<file path="src/rtl/ad_scan_avg_ctrl.sv">
// Multi-channel SPI-style ADC scanner with per-channel averaging and mV scaling.
// Define BCD_OUT_EN to add volts/tenths digit outputs from a sequential converter.
module ad_scan_avg_ctrl #(
  parameter int unsigned CLK_DIV    = 25,
  parameter int unsigned DATA_W     = 12,
  parameter int unsigned FRAME_BITS = 16,
  parameter int unsigned CH_NUM     = 8,
  parameter int unsigned AVG_LOG2   = 2,
  parameter int unsigned VREF_MV    = 3300,
  parameter int unsigned CS_HIGH    = 50
) (
  input  logic              CLK_50M,
  input  logic              RST,
  input  logic              i_en,
  output logic              AD_CS,
  output logic              AD_CLK,
  output logic              AD_DIN,
  input  logic              AD_DATA,
  output logic              o_valid,
  output logic [2:0]        o_ch,
  output logic [DATA_W-1:0] o_code,
  output logic [13:0]       o_mv
`ifdef BCD_OUT_EN
  ,
  output logic [3:0]        o_vol_int,
  output logic [3:0]        o_vol_dec
`endif
);

  localparam int unsigned CNT_MAX = (CLK_DIV > CS_HIGH) ? CLK_DIV : CS_HIGH;
  localparam int unsigned CNT_W   = $clog2(CNT_MAX);
  localparam int unsigned BIT_W   = $clog2(FRAME_BITS);
  localparam int unsigned ACC_W   = DATA_W + AVG_LOG2;
  localparam int unsigned SC_W    = (AVG_LOG2 > 0) ? AVG_LOG2 : 1;
  localparam int unsigned SAMP    = 1 << AVG_LOG2;
  localparam int unsigned PRD_W   = DATA_W + 14;

  typedef enum logic [1:0] {IDLE, SETUP, SHIFT, GAP} state_t;

  state_t              state, state_nxt;
  logic [CNT_W-1:0]    cnt;
  logic [BIT_W-1:0]    bit_idx, bit_nxt;
  logic                cnt_done, frame_end, rise, fall;
  logic [DATA_W-1:0]   shreg;

  logic                primed;
  logic [2:0]          rx_ch, ch_inc, tx_ch, res_ch;
  logic [SC_W-1:0]     rx_cnt;
  logic                rx_last;
  logic [ACC_W-1:0]    accum, acc_sum;
  logic [DATA_W-1:0]   avg_val, res_avg;
  logic [PRD_W-1:0]    prod;
  logic [13:0]         mv_r;
  logic                p1, p2;

  function automatic logic din_bit(input logic [BIT_W-1:0] idx, input logic [2:0] a);
    if (idx == BIT_W'(2)) return a[2];
    if (idx == BIT_W'(3)) return a[1];
    if (idx == BIT_W'(4)) return a[0];
    return 1'b0;
  endfunction

  always_comb begin
    cnt_done  = (state == GAP) ? (cnt == CNT_W'(CS_HIGH - 1)) : (cnt == CNT_W'(CLK_DIV - 1));
    frame_end = (state == SHIFT) && cnt_done && AD_CLK && (bit_idx == BIT_W'(FRAME_BITS - 1));
    rise      = (state == SHIFT) && cnt_done && !AD_CLK;
    fall      = (state == SHIFT) && cnt_done && AD_CLK && !frame_end;
    bit_nxt   = bit_idx + BIT_W'(1);
    state_nxt = state;
    case (state)
      IDLE:    if (i_en) state_nxt = SETUP;
      SETUP:   if (cnt_done) state_nxt = SHIFT;
      SHIFT:   if (frame_end) state_nxt = GAP;
      GAP:     if (cnt_done) state_nxt = i_en ? SETUP : IDLE;
      default: state_nxt = IDLE;
    endcase
  end

  // The address sent now selects the channel whose data returns next frame.
  always_comb begin
    rx_last = (rx_cnt == SC_W'(SAMP - 1));
    ch_inc  = (rx_ch == 3'(CH_NUM - 1)) ? 3'd0 : rx_ch + 3'd1;
    tx_ch   = !primed ? 3'd0 : (rx_last ? ch_inc : rx_ch);
    acc_sum = ((rx_cnt == '0) ? '0 : accum) + ACC_W'(shreg);
    avg_val = DATA_W'(acc_sum >> AVG_LOG2);
    prod    = PRD_W'(res_avg) * PRD_W'(VREF_MV);
  end

  always_ff @(posedge CLK_50M or posedge RST) begin
    if (RST) state <= IDLE;
    else     state <= state_nxt;
  end

  always_ff @(posedge CLK_50M or posedge RST) begin
    if (RST) begin
      cnt     <= '0;
      bit_idx <= '0;
      AD_CS   <= 1'b1;
      AD_CLK  <= 1'b0;
      AD_DIN  <= 1'b0;
      shreg   <= '0;
    end else begin
      if (state == IDLE || state_nxt != state || cnt_done) cnt <= '0;
      else                                                 cnt <= cnt + CNT_W'(1);
      AD_CS <= (state_nxt == IDLE) || (state_nxt == GAP);
      if (state == SHIFT && cnt_done) AD_CLK <= ~AD_CLK;
      else if (state != SHIFT)        AD_CLK <= 1'b0;
      if (state != SHIFT)  bit_idx <= '0;
      else if (fall)       bit_idx <= bit_nxt;
      if (fall)                              AD_DIN <= din_bit(bit_nxt, tx_ch);
      else if (frame_end || state != SHIFT)  AD_DIN <= 1'b0;
      if (rise) shreg <= {shreg[DATA_W-2:0], AD_DATA};
    end
  end

  always_ff @(posedge CLK_50M or posedge RST) begin
    if (RST) begin
      primed  <= 1'b0;
      rx_ch   <= '0;
      rx_cnt  <= '0;
      accum   <= '0;
      res_avg <= '0;
      res_ch  <= '0;
      mv_r    <= '0;
      p1      <= 1'b0;
      p2      <= 1'b0;
    end else begin
      p1 <= frame_end && primed && rx_last;
      p2 <= p1;
      if (p1) mv_r <= 14'(prod >> DATA_W);
      if (state == IDLE) begin
        primed <= 1'b0;
        rx_ch  <= '0;
        rx_cnt <= '0;
        accum  <= '0;
      end else if (frame_end) begin
        primed <= 1'b1;
        if (primed) begin
          accum  <= acc_sum;
          rx_ch  <= tx_ch;
          rx_cnt <= rx_last ? '0 : rx_cnt + SC_W'(1);
          if (rx_last) begin
            res_avg <= avg_val;
            res_ch  <= rx_ch;
          end
        end
      end
    end
  end

`ifdef BCD_OUT_EN
  logic [13:0] rem;
  logic [3:0]  vi, vd;
  logic        busy, phase;

  // Repeated subtraction: thousands first, then hundreds; outputs publish together.
  always_ff @(posedge CLK_50M or posedge RST) begin
    if (RST) begin
      rem <= '0; vi <= '0; vd <= '0; busy <= 1'b0; phase <= 1'b0;
      o_valid <= 1'b0; o_ch <= '0; o_code <= '0; o_mv <= '0;
      o_vol_int <= '0; o_vol_dec <= '0;
    end else begin
      o_valid <= 1'b0;
      if (p2) begin
        rem <= mv_r; vi <= '0; vd <= '0; busy <= 1'b1; phase <= 1'b0;
      end else if (busy) begin
        if (!phase) begin
          if (rem >= 14'd1000) begin
            rem <= rem - 14'd1000;
            vi  <= vi + 4'd1;
          end else begin
            phase <= 1'b1;
          end
        end else if (rem >= 14'd100) begin
          rem <= rem - 14'd100;
          vd  <= vd + 4'd1;
        end else begin
          busy      <= 1'b0;
          o_valid   <= 1'b1;
          o_ch      <= res_ch;
          o_code    <= res_avg;
          o_mv      <= mv_r;
          o_vol_int <= vi;
          o_vol_dec <= vd;
        end
      end
    end
  end
`else
  always_ff @(posedge CLK_50M or posedge RST) begin
    if (RST) begin
      o_valid <= 1'b0; o_ch <= '0; o_code <= '0; o_mv <= '0;
    end else begin
      o_valid <= p2;
      if (p2) begin
        o_ch   <= res_ch;
        o_code <= res_avg;
        o_mv   <= mv_r;
      end
    end
  end
`endif

endmodule
</file>
<file path="config.mk">
export PLATFORM = sky130hd
export DESIGN_NAME = ad_scan_avg_ctrl
export DESIGN_NICKNAME = d
export VERILOG_FILES = /design/src/rtl/ad_scan_avg_ctrl.sv
export SDC_FILE = /design/constraint.sdc
export NUM_CORES = 1
export LEC_CHECK = 0
export ABC_AREA = 1
export CAP_MARGIN = 40
export CORE_MARGIN = 2
export CORE_UTILIZATION = 40
export CTS_CLUSTER_SIZE = 25
export DETAILED_ROUTE_END_ITERATION = 7
export GPL_ROUTABILITY_DRIVEN = 0
export HOLD_SLACK_MARGIN = 0.08
export SYNTH_ARGS = -nofsm -noshare
export SYNTH_HDL_FRONTEND = slang
export SYNTH_SLANG_ARGS = --single-unit
</file>
<file path="constraint.sdc">
create_clock -name CLK_50M -period 5.1 [get_ports CLK_50M]
set_clock_uncertainty 0.15 [all_clocks]
set_input_delay 0.765 -clock CLK_50M [delete_from_list [all_inputs] [get_ports CLK_50M]]
set_output_delay 0.765 -clock CLK_50M [all_outputs]
set_load 0.1 [all_outputs]
</file>
==> summary.txt <==
Die
  • DIE AREA: 0.0195 mm^2
  • Die span in y: 140 um
  • Starting density of the core: 40.8%
  • Core Rows: 49
  • Total I/O pin count: 37
  • Area of the core: 0.0180 mm^2
  • Floorplan die width: 140 um

Timing
  • Min Clock Period, post-route: 4.64 ns
  • Unrepaired setup endpoints after global routing: no
  • Rel. slew slack: 47.0%
  • Transition time of the tightest slew-check pin: 0.795 ns
  • Setup violations, final: 0
  • Max Slew Vio Count: 0
  • Setup total negative slack: 0 ns
  • Number of hold violations in the final report: 0
  • Share of the clock period used by the worst path after layout: 91.0%
  • Upper clock frequency limit: 215 MHz

Min path
  • Hold path startpoint: mv_r[8]
  • Worst Hold Endpoint: mv_r[8]
  • Worst hold path stage count: 2
  • Worst hold path class: reg2reg

Cells and area
  • Final design utilization: 48.4%
  • NumNets Final: 1037
  • Leading cell type in the layout, fill and taps excluded: nand2_1
  • Area Overhead vs Synth: 18.7%
  • Count of inserted antenna diode cells: 0
  • Most used cells in the layout excluding fill and tap cells: nand2_1, inv_1, dfrtp_1
  • Share of post-route cells with drive strength above 1: 9.92%

Yosys
  • Synthesized netlist cell count: 849
  • Ranking of synthesized cells by area: dfrtp_1, ha_1, nand2_1
  • Post-synth top area cell: dfrtp_1
  • Fraction of post-synthesis cell area in the top cell type by area: 35.1%
  • Number of warnings printed during yosys synthesis: 0
  • Synth Cell Area: 0.00735 mm^2
  • Per-instance average area after synthesis: 8.66 um^2
  • Share of synthesized area occupied by flip-flops and latches: 35.4%
  • Number of distinct library cell variants in the gate-level netlist after synthesis: 42
  • Number of flip-flops and latches in the synthesized netlist: 104

Clock network
  • TritonCTS Buffers: 9
  • CTS tree: yes
  • CTS sink count: 104
  • Number of buffers added to fix hold violations after cts: 0
  • CTS resizes: 0
  • Maximum root-to-sink buffer count: 2
  • Root Buffer: clkbuf_16
  • Clock-pin slew on the worst setup and hold paths: 0.08 ns
  • Clock latency on the worst-skew pair: 0.36 ns
  • Setup Buffers After CTS: 0
  • Depth of the CTS H-tree: 3

Power and ir drop
  • P_leak: 4.76 nW
  • Max IR drop VDD: 0.154 mV
  • Power per Cell Area: 178 mW/mm^2

Status
  • Outcome: finished, final reports clean

Setup path
  • Delay contributed by the slowest stage of the critical path: 0.56 ns
  • Critical path fanouts, max: 6
  • Cell depth of the worst flop-to-flop path: 15
  • Endpoint kind of the worst setup timing path: register
  • Setup Crit Path Kind: reg2reg
  • Crit path cell chain: ha_1 > inv_1 > fa_1 > fa_1 > inv_1 > fa_1 > fa_1 > ha_1 > nand2_1 > inv_1 > a21oi_1 > nand3_1 > or2_2 > nand3_1 > o21ai_0
  • Required time of the critical path: 5.17 ns
  • Cell seen most often among critical-path stages: fa_1
  • CP Data Arrival Time: 4.72 ns
  • Critical Path Source Type: register
  • Reg-to-reg endpoint: mv_r[3]
  • Cell with the largest stage delay on the worst path: fa_1
  • Setup slack of the worst register-to-register path: 0.46 ns
  • Worst r2r src: res_avg[6]

Global route
  • Global-route wire length before repair: 27400 um
  • Initial antenna violation count: 0
  • Number of global-route vias before repair: 5665
  • Pin count of the biggest net entering global routing: 63
  • Remaining global-route overflow: 0
  • Total global-route track usage: 17.5%

Routing
  • Amount of wire on met3 after detailed routing: 352 um
  • Remaining routing DRC violations: 0
  • Overall via count from detail_route: 5639
  • Met2 routed wirelength: 7830 um
  • Final Routed Wirelength: 16000 um
  • Detail Route Antenna Nets: 0
  • Routed metal-1 wire length: 7560 um
  • First-pass detailed-route iteration total: 7
  • First-iteration detailed-routing DRC count: 321
  • Wirelength per Cell: 14.0 um
  • Post-detailed-route via-to-cell ratio: 4.92
  • Top layer reached by signal wires: met4

Placed design
  • Count of port buffers added during placement: 34
  • Placed wire-length estimate: 12600 um

Flow run
  • Max-Cap Viols: 0
## per-stage QoR
step                instances  total power [mW]  area [um^2]  setup WS, ns  hold WS [ns]
global route             1146              1.61         8730        0.0929         0.353
detailed placement       1130             0.872         8420         0.448         0.314
global placement         1098             0.869         7910         0.517         0.309
floorplan                 850             0.862         7360         0.799         0.202
finish                   1146              1.55         8730         0.458         0.328
CTS                      1146              1.58         8730         0.439         0.333
## cells in the mapped netlist
| library cell | number |
|---|---|
| xor2_1 | 11 |
| fa_1 | 30 |
| nand2_2 | 1 |
| o21bai_1 | 3 |
| nand3_1 | 65 |
| clkbuf_1 | 6 |
| inv_4 | 1 |
| o21ai_1 | 13 |
| nor2_1 | 66 |
| buf_2 | 2 |
| nor2_2 | 2 |
| o21ai_2 | 5 |
| buf_1 | 4 |
| nand2_4 | 1 |
| nand3_2 | 2 |
| nand4_1 | 6 |
| and2_1 | 1 |
| o21a_1 | 1 |
| ha_1 | 91 |
| conb_1 | 1 |
| xnor2_1 | 11 |
| clkinv_2 | 1 |
| a31oi_1 | 2 |
| nand3_4 | 1 |
| nand2_1 | 172 |
| mux2_2 | 20 |
| nor2_4 | 1 |
| nor3_1 | 6 |
| and3_1 | 1 |
| nand4_4 | 1 |
| o21ai_0 | 36 |
| buf_4 | 3 |
| a21oi_1 | 42 |
| o22ai_1 | 2 |
| dfstp_2 | 1 |
| inv_1 | 122 |
| a21o_1 | 3 |
| inv_2 | 1 |
| dfrtp_1 | 103 |
| or2_2 | 1 |
| nand3b_1 | 4 |
| buf_6 | 3 |
## logic make-up after synthesis
| family | after synthesis | share of synthesized area [%] |
|---|---|---|
| fa+ha+maj | 121 | 23.7 |
| buf+inv | 143 | 7.84 |
| simple gates | 331 | 19.5 |
| xor+xnor | 22 | 2.62 |
| other cells | 1 | 0.0510 |
| mux | 20 | 3.06 |
| flops | 104 | 35.4 |
| compound gates | 107 | 7.84 |
## power breakdown
| part | leakage, nW | total (mW) | switching [mW] | internal, mW |
|---|---|---|---|---|
| sequential | 1.43 | 0.824 | 0.000231 | 0.824 |
| clock | 0.144 | 0.700 | 0.353 | 0.347 |
| combinational | 3.18 | 0.0294 | 0.0238 | 0.00554 |
| total | 4.76 | 1.55 | 0.377 | 1.18 |
## registers in the layout (all words and copies together) (netlist names), 2 cells and up
name,flops
o_code,12
o_mv,12
res_ch,3
rx_cnt,2
rx_ch,3
state,2
res_avg,12
o_ch,3
shreg,12
bit_idx,4
accum,14
cnt,6
mv_r,12
## how the worst max path moves through the flow
stage,depth (start not counted),endpoint,from,slack (ns)
finish,15,mv_r[3],res_avg[6],0.46
global route,15,mv_r[3],res_avg[6],0.09
CTS,15,mv_r[3],res_avg[6],0.44
detailed placement,15,mv_r[3],res_avg[6],0.45
global placement,15,mv_r[3],res_avg[7],0.52
floorplan,15,mv_r[3],res_avg[3],0.80
## critical path: cells and delay by family, from the launching register on
kind	cells	cell delay, ns
compound gates	2	0.27
flops	1	0.48
fa+ha+maj	6	2.74
buf+inv	3	0.17
simple gates	4	0.67
## per-layer routing
metal	vias to the layer above	GRT usage (%)
li1	2875	-
met1	2684	22.6
met2	63	30.0
met3	17	3.03
met4	0	5.32
met5	-	0
## final cells by class
| class | instances | area (um^2) |
|---|---|---|
| Timing Repair Buffer | 69 | 881 |
| Inverter | 125 | 475 |
| Multi-Input combinational cell | 603 | 4180 |
| Fill cell | 1771 | 9300 |
| Clock inverter | 7 | 77.6 |
| Sequential cell | 104 | 2600 |
| Tap cell | 229 | 287 |
| Clock buffer | 9 | 225 |
No activity file was read; power rests on OpenSTA's default activity.
